[src/rtl/filter_pkg.sv]
// Constants and types shared by the filter-select sequencer and the result collector.
package filter_pkg;

    localparam int NUM_FILTERS = 9;
    localparam int IDX_W       = 4;

    typedef enum logic {
        COLLECT = 1'b0,
        HOLD    = 1'b1
    } collect_state_t;

endpackage

[src/rtl/filter_idx_checker.sv]
// Tracks the filter index the collector expects next and classifies each incoming tag.
module filter_idx_checker #(
    parameter int NUM_FILTERS = filter_pkg::NUM_FILTERS,
    parameter int IDX_W       = filter_pkg::IDX_W
) (
    input  logic             clk,
    input  logic             reset_n,
    input  logic             accept,
    input  logic [IDX_W-1:0] idx,
    output logic             match,
    output logic             restart,
    output logic             error,
    output logic             last
);

    localparam logic [IDX_W-1:0] LAST_IDX = IDX_W'(NUM_FILTERS - 1);

    logic [IDX_W-1:0] expected;

    // An out-of-range tag can never equal expected, so it lands in the error path.
    assign match   = (idx == expected);
    assign error   = !match;
    assign restart = !match && (idx == '0);
    assign last    = match && (idx == LAST_IDX);

    always_ff @(posedge clk or negedge reset_n) begin
        if (!reset_n) begin
            expected <= '0;
        end else if (accept) begin
            if (last) begin
                expected <= '0;
            end else if (match) begin
                expected <= expected + IDX_W'(1);
            end else if (restart) begin
                expected <= IDX_W'(1);
            end else begin
                expected <= '0;
            end
        end
    end

endmodule

[src/rtl/filter_result_collector.sv]
// Packs one in-order beat per filter into a wide word and hands it downstream.
// Assembly buffer and output register are separate so the next group fills while one drains.
module filter_result_collector
    import filter_pkg::collect_state_t, filter_pkg::COLLECT, filter_pkg::HOLD;
#(
    parameter int DATA_W      = 16,
    parameter int NUM_FILTERS = filter_pkg::NUM_FILTERS,
    parameter int IDX_W       = filter_pkg::IDX_W,
    parameter int GRP_W       = 16
) (
    input  logic                          clk,
    input  logic                          reset_n,
    input  logic                          in_valid,
    output logic                          in_ready,
    input  logic [DATA_W-1:0]             in_data,
    input  logic [IDX_W-1:0]              in_filter_idx,
    output logic                          out_valid,
    input  logic                          out_ready,
    output logic [NUM_FILTERS*DATA_W-1:0] out_data,
    output logic                          seq_error,
    output logic [GRP_W-1:0]              group_count
);

    localparam int OUT_W = NUM_FILTERS * DATA_W;

    // Handshakes: a transfer happens on a rising edge where valid && ready; a source
    // holds valid and its payload stable until that edge, and ready never waits on valid.
    collect_state_t   state, state_next;
    logic [OUT_W-1:0] asm_q, asm_d;
    logic             accept, out_fire;
    logic             match, restart, error, last;
    logic             load_collect, load_hold, load;

    assign in_ready = (state == COLLECT);
    assign accept   = in_valid && in_ready;
    assign out_fire = out_valid && out_ready;
    assign load     = load_collect || load_hold;

    filter_idx_checker #(
        .NUM_FILTERS(NUM_FILTERS),
        .IDX_W      (IDX_W)
    ) u_idx_checker (
        .clk    (clk),
        .reset_n(reset_n),
        .accept (accept),
        .idx    (in_filter_idx),
        .match  (match),
        .restart(restart),
        .error  (error),
        .last   (last)
    );

    always_comb begin
        asm_d = asm_q;
        for (int k = 0; k < NUM_FILTERS; k++) begin
            if (accept && (match || restart) && (in_filter_idx == IDX_W'(k))) begin
                asm_d[k*DATA_W +: DATA_W] = in_data;
            end
        end
    end

    always_comb begin
        state_next   = state;
        load_collect = 1'b0;
        load_hold    = 1'b0;
        case (state)
            COLLECT: begin
                // Completing group may take the output slot if it is empty or draining now.
                if (accept && last) begin
                    if (!out_valid || out_ready) begin
                        load_collect = 1'b1;
                    end else begin
                        state_next = HOLD;
                    end
                end
            end
            HOLD: begin
                if (out_fire) begin
                    load_hold  = 1'b1;
                    state_next = COLLECT;
                end
            end
            default: state_next = COLLECT;
        endcase
    end

    always_ff @(posedge clk or negedge reset_n) begin
        if (!reset_n) begin
            state       <= COLLECT;
            asm_q       <= '0;
            out_valid   <= 1'b0;
            out_data    <= '0;
            seq_error   <= 1'b0;
            group_count <= '0;
        end else begin
            state     <= state_next;
            asm_q     <= asm_d;
            out_valid <= load || (out_valid && !out_fire);
            if (load) begin
                out_data <= asm_d;
            end
            if (accept && error) begin
                seq_error <= 1'b1;
            end
            if (out_fire) begin
                group_count <= group_count + GRP_W'(1);
            end
        end
    end

endmodule
[config.mk]
export PLATFORM = sky130hd
export DESIGN_NAME = filter_result_collector
export DESIGN_NICKNAME = d
export VERILOG_FILES = /design/src/rtl/filter_pkg.sv /design/src/rtl/filter_idx_checker.sv /design/src/rtl/filter_result_collector.sv
export SDC_FILE = /design/constraint.sdc
export NUM_CORES = 1
export LEC_CHECK = 0
export BUFFER_PORTS_ARGS = -buffer_cell sky130_fd_sc_hd__buf_4
export CORE_UTILIZATION = 50
export CTS_BUF_LIST = sky130_fd_sc_hd__clkbuf_2
export CTS_CLUSTER_DIAMETER = 150
export DETAILED_ROUTE_END_ITERATION = 7
export PLACE_DENSITY = 0.82
export SYNTH_ARGS = -nofsm -noshare
export SYNTH_HDL_FRONTEND = slang
export SYNTH_SLANG_ARGS = --single-unit
[constraint.sdc]
create_clock -name clk -period 2.4 [get_ports clk]
set_input_delay 0.24 -clock clk [delete_from_list [all_inputs] [get_ports clk]]
set_output_delay 0.24 -clock clk [all_outputs]
set_load 0.01 [all_outputs]
Yosys cells after proc, flatten, opt, wreduce, memory -nomap -nowiden
Index checks and enable logic that the tools add are counted.
- eq/ne operators: 9
- multiply operators: 0
- shifts and indexed selects: 0
- divide/modulo/power cells: 0
- add/subtract/negate cells: 2
- muxes and demuxes: 21
- reductions and logical operators: 25
- $lt $le $gt $ge: 0
- bitwise gates (word level): 1
- operators by type and width (operator ; count):
    two-way mux 16 bit ; 9
    logical AND 1 bit ; 17
    adder 16 x 1 -> 16 bit (second input constant) ; 1
    == test 4 x 3 -> 1 bit (second input constant) ; 4
    two-way mux 1 bit ; 9
    == test 4 x 2 -> 1 bit (second input constant) ; 2
    two-way mux 4 bit ; 2
    adder 4 x 1 -> 4 bit (second input constant) ; 1
    == test 4 x 1 -> 1 bit (second input constant) ; 1
    == test 4 bit ; 1
    == test 4 bit (second input constant) ; 1
    logical NOT 4 bit ; 1
    logical OR 1 bit ; 4
    logical NOT 1 bit ; 3
    case mux 1 bit (2 select lines) ; 1
    inverter 1 bit ; 1
- bits in writable memories: 0
- input port bits: 24
- memories kept: 0
- bits in latches: 0
- ROM bits: 0
- flip-flop bits (word level): 311
- word-level logic and storage cells: 65

Logic depth before layout (Yosys ltp)
- depth after elaboration: 7
- gate-level depth with buffers: 8
- gate-level depth less buffers: 6

Hierarchy
Synthesis repeated with hierarchy kept, for this count alone.
- cell total of the unflattened synthesis: 736
- area, all modules: 11996.5 um^2
- modules (own cells, without submodules) (module ; cells an instance ; sequential area each (um^2) ; times used ; area an instance (um^2)):
    filter_result_collector ; 694 ; 7682.4 ; 1 ; 11632.4
    filter_idx_checker ; 42 ; 100.1 ; 1 ; 364.1

Least setup slack after synthesis
Ideal clock, no wire load.
- kind: input to register
- start point: in in_filter_idx[0]
- end point: reg out_data[85]
- stages: 8
- setup slack: 0.091 ns
- arrival: 2.184 ns
- path through: buf_2 xnor2_1 nand4_1 buf_2 nor4_4 buf_2 mux2_2 mux2_2
- word-level cells in the longest chain between the ends: 7
- elaborated cells on any way between the ends: 15
- classes of those cells: eq/ne (3); mux (3); reduce/logical (9)
- RTL lines (item ; line ; source):
    from (decl) ; filter_result_collector.sv:16 ; input logic [IDX_W-1:0] in_filter_idx,
    == test 4 bit ; filter_idx_checker.sv:21 ; assign match = (idx == expected);
    logical NOT 1 bit ; filter_idx_checker.sv:23 ; assign restart = !match && (idx == '0);
    logical AND 1 bit ; filter_idx_checker.sv:23 ;
    logical OR 1 bit ; filter_result_collector.sv:56 ; if (accept && (match || restart) && (in_filter_idx == IDX_W'(k))) begin
    logical AND 1 bit ; filter_result_collector.sv:56 ;
    logical AND 1 bit * ; filter_result_collector.sv:56 ;
    two-way mux 16 bit * ; filter_result_collector.sv:56 ;
    net asm_d[85] ; filter_result_collector.sv:29 ; logic [OUT_W-1:0] asm_q, asm_d;
    to (signal assigned) ; filter_result_collector.sv:100 ; out_data <= asm_d;
    to (decl) ; filter_result_collector.sv:19 ; output logic [NUM_FILTERS*DATA_W-1:0] out_data,
The timed path passes the listed nets; every way through them passes the cells marked *.
A chain may end at the register's enable or synchronous reset.

Final worst setup path
- start point: reg u_idx_checker.expected[2]
- end point: reg out_data[140]
- word-level cells in the longest chain between the ends: 7
- elaborated cells on any way between the ends: 12
- classes of those cells: eq/ne (1); mux (3); reduce/logical (8)
- RTL lines (item ; line ; source):
    from (decl) ; filter_idx_checker.sv:18 ; logic [IDX_W-1:0] expected;
    from (signal assigned) ; filter_idx_checker.sv:33 ; expected <= expected + IDX_W'(1);
    == test 4 bit * ; filter_idx_checker.sv:21 ;
    logical NOT 1 bit ; filter_idx_checker.sv:23 ;
    logical AND 1 bit ; filter_idx_checker.sv:23 ;
    logical OR 1 bit ; filter_result_collector.sv:56 ;
    logical AND 1 bit (2 in a row) ; filter_result_collector.sv:56 ;
    two-way mux 16 bit ; filter_result_collector.sv:56 ;
Mark *: on every way between the ends. The rest lies on a longest branch, timed or not.

==> flow_metrics.py <==
metrics = {
    "global_route": {
        "grt_first_pass_wirelength_um": 41100,
        "track_usage_pct": 22.2,
        "grt_max_degree": 51,
        "first_global_vias": 7608,
        "grt-ovfl-total": 0,
        "antenna_found_initial": 1,
    },
    "timing": {
        "finClkSkew_ns": 0.0624,
        "fin_crit_ns": 2.43,
        "drv_slew": 0,
        "slew_headroom_pct": 77.1,
        "max_slew.worst_pin.slew_ns": 0.342,
        "layout_setup_ws_ns": -0.0282,
        "fmax_mhz": 412,
        "setup_viol": 18,
        "min_period_over_period_pct": 101,
        "finalHoldViolations": 0,
        "grt_setup_unrepaired": "true",
        "hold_ws_ns": 0.281,
    },
    "route": {
        "drc": 0,
        "wirelength_um": 28300,
        "vias": 7300,
        "routedWlPerCell_um": 19.8,
        "dr.pass1.iters": 6,
        "via_per_inst": 5.11,
        "initialDrtViolationCount": 298,
        "ant_nets": 0,
    },
    "setup_path": {
        "r2r-end": "out_data[140]$_DFFE_PN0P_",
        "rr_worst_depth": 9,
        "critical_path_class": "flip-flop to flip-flop",
        "timing.rr.start": "u_idx_checker.expected[2]$_DFFE_PN0N_",
        "cp.required_ns": 3.07,
        "worstPathMaxFanout": 8,
        "crit_arrival_ns": 3.10,
        "rrSetupSlack_ns": -0.03,
        "start_kind": "flip-flop",
        "endpoint_kind": "flip-flop",
    },
    "synthesis": {
        "synthCells": 723,
        "avgSynthCellArea_um2": 16.5,
        "synthesis.area_um2": 11900,
        "ys_ff_latch": 311,
        "synth_nets": 749,
        "ys_seq_area_share_pct": 65.2,
        "synth_warnings": 0,
        "ys_types": 33,
    },
    "clocking": {
        "numCtsBuffers": 79,
        "tritoncts": "built",
        "numClockSinks": 311,
        "clkTransAtPathRegs_ns": 0.12,
        "clock-root-buffer": "clkbuf_2",
        "cts_max_level": 3,
        "clockBufferDepth": 3,
        "clock_latency_ns": 0.84,
    },
    "layout": {
        "drive_gt1_share_pct": 60.9,
        "multiInputGateArea_um2": 4200,
        "regArea_um2": 7780,
        "fill_cells": 1596,
        "nets": 1075,
        "area_growth_pct": 32.5,
    },
    "flow_run": {
        "cap_violations": 0,
    },
    "placed_design": {
        "portBuffers": 186,
        "dp_hpwl_um": 17000,
        "routabilityCongestion": 0.786,
        "pre_cts_ws_ns": 0.0293,
    },
    "min_path": {
        "hold_path_depth": 3,
        "min_to": "asm_q[98]$_DFF_PN0_",
        "min-delay-start": "in_data[2]",
        "hp-class": "primary input to flip-flop",
    },
    "pwr": {
        "pwr_density_cell_nw_per_um2": 588,
        "p_leak_nw": 8.46,
        "peakVddDrop_mv": 0.400,
    },
    "die": {
        "die_h_um": 157,
        "die_area_um2": 24500,
        "io_pins": 187,
        "initial_core_util_pct": 50.9,
        "die_w_um": 157,
        "core_um2": 23500,
        "num_rows": 56,
    },
    "run_status": {
        "violations": "negative setup slack",
        "status": "finished, violations left",
    },
}
placed cells by master (no fill, tap or decap), types with 6 or more instances in the layout:
master           n
dlygate4sd3_1   26
o21ai_0          6
clkbuf_2       121
nor2_1           6
nand2_1         16
mux2_4          76
mux2_2         205
dfrtp_1        310
mux2_1           7
buf_4          211
clkbuf_16       12
buf_6            6
xnor2_1         13
buf_12          19
clkinv_1        12
nand3_1          7
cell type report:
type | count | share of cell area [%]
Tap cell | 319 | 2.52
Sequential cell | 311 | 49.2
Clock inverter | 19 | 0.981
Inverter | 4 | 0.0949
Multi-Input combinational cell | 376 | 26.5
Clock buffer | 121 | 3.83
Antenna cell | 1 | 0.0158
Timing Repair Buffer | 277 | 16.8
registers in the layout, indices dropped and copies added (netlist names):
signal                  flops
out_data                  144
out_valid                   1
u_idx_checker.expected      4
group_count                16
state                       1
asm_q                     144
seq_error                   1
kinds of logic (layout without fill, tap and decap cells):
kind of cell    after synthesis  count (layout)  share of synthesized area [%]
compound gates               12              12                          0.681
xor+xnor                     19              19                           1.39
fa+ha+maj                     2               2                          0.210
buf+inv                      36             421                           1.84
flops                       311             311                           65.2
mux                         288             288                           27.8
other cells                   0               1                              0
simple gates                 55              55                           2.92
cell usage after synthesis:
cell        n  area share, %
nor4_4      3           0.53
nor3_1      1          0.042
nor2b_1     3           0.16
and4_1      1          0.073
a21o_1      2           0.13
nor4b_2     1           0.13
mux2_1      7           0.66
or2_2       1          0.052
buf_4       8           0.50
nand3_1     7           0.29
a221o_1     1          0.084
buf_2      20           0.84
nand2_1    16           0.50
and2_1      1          0.052
mux2_2    261             25
inv_1       4           0.13
xnor2_1    15            1.1
or4b_4      1           0.12
nor2_1      7           0.22
a21oi_1     2          0.084
nand3b_1    1          0.063
o32ai_2     1           0.14
xor2_1      4           0.29
buf_6       4           0.38
ha_1        2           0.21
o21ai_0     6           0.25
nor4b_1     1          0.073
mux2_4     20            2.5
nand4_1     4           0.21
or4_1       4           0.25
and3_1      2           0.10
or3_1       1          0.052
dfrtp_1   311             65
power by group:
part           leakage [nW]  internal [mW]  switching (mW)
logic                  3.55          0.109           0.205
registers              4.34           5.24         0.00514
clock network         0.576           1.65            2.09
stage by stage:
step | setup TNS, ns | total power [mW] | std cells | area (um^2) | util, %
finish | -0.216 | 9.30 | 1428 | 15800 | 67.4
global route | -4.26 | 9.72 | 1428 | 15800 | 67.4
CTS | 0 | 9.40 | 1407 | 15200 | 64.8
detailed placement | 0 | 5.63 | 1237 | 14100 | 60.1
global placement | 0 | 5.62 | 1237 | 14100 | 60.1
floorplan | 0 | 5.39 | 723 | 11900 | -
worst max-delay path, cell delays in order, from the launching register on:
cell	delay, ns
dfrtp_1	0.42
xnor2_1	0.19
nand4_1	0.18
buf_6	0.18
buf_6	0.12
o32ai_4	0.31
buf_6	0.17
buf_12	0.19
clkbuf_16	0.19
mux2_4	0.30
layer usage:
metal  up-vias  global-route usage (%)  part of all wire (%)
met4         0                    7.98                   1.4
li1       3261                       -                     -
met2       219                    35.6                    50
met5         -                       0                     0
met3        34                    6.65                   5.9
met1      3786                    28.7                    43
worst max path at each step:
| stage | from | endpoint | slack (ns) |
|---|---|---|---|
| after floorplan | in_filter_idx[0] | out_data[85]$_DFFE_PN0P_ | 0.09 |
| after global placement | u_idx_checker.expected[1]$_DFFE_PN0N_ | out_data[76]$_DFFE_PN0P_ | 0.08 |
| after detailed placement | u_idx_checker.expected[0]$_DFFE_PN0N_ | out_data[73]$_DFFE_PN0P_ | 0.03 |
| after CTS | u_idx_checker.expected[0]$_DFFE_PN0N_ | out_data[117]$_DFFE_PN0P_ | 0.009 |
| after global routing | u_idx_checker.expected[2]$_DFFE_PN0N_ | out_data[140]$_DFFE_PN0P_ | -0.08 |
| final | u_idx_checker.expected[2]$_DFFE_PN0N_ | out_data[140]$_DFFE_PN0P_ | -0.03 |
what timing repair did:
action | in CTS | in global routing
setup endpoints to repair | 65 | 128
endpoints found under the hold margin | 618 | 0
hold buffers | 27 | 0
pin swaps | 3 | 4
cloned | 1 | 12
resized for setup | 4 | 69
setup buffers | 2 | 9
Power figures use the tool's default switching activity.
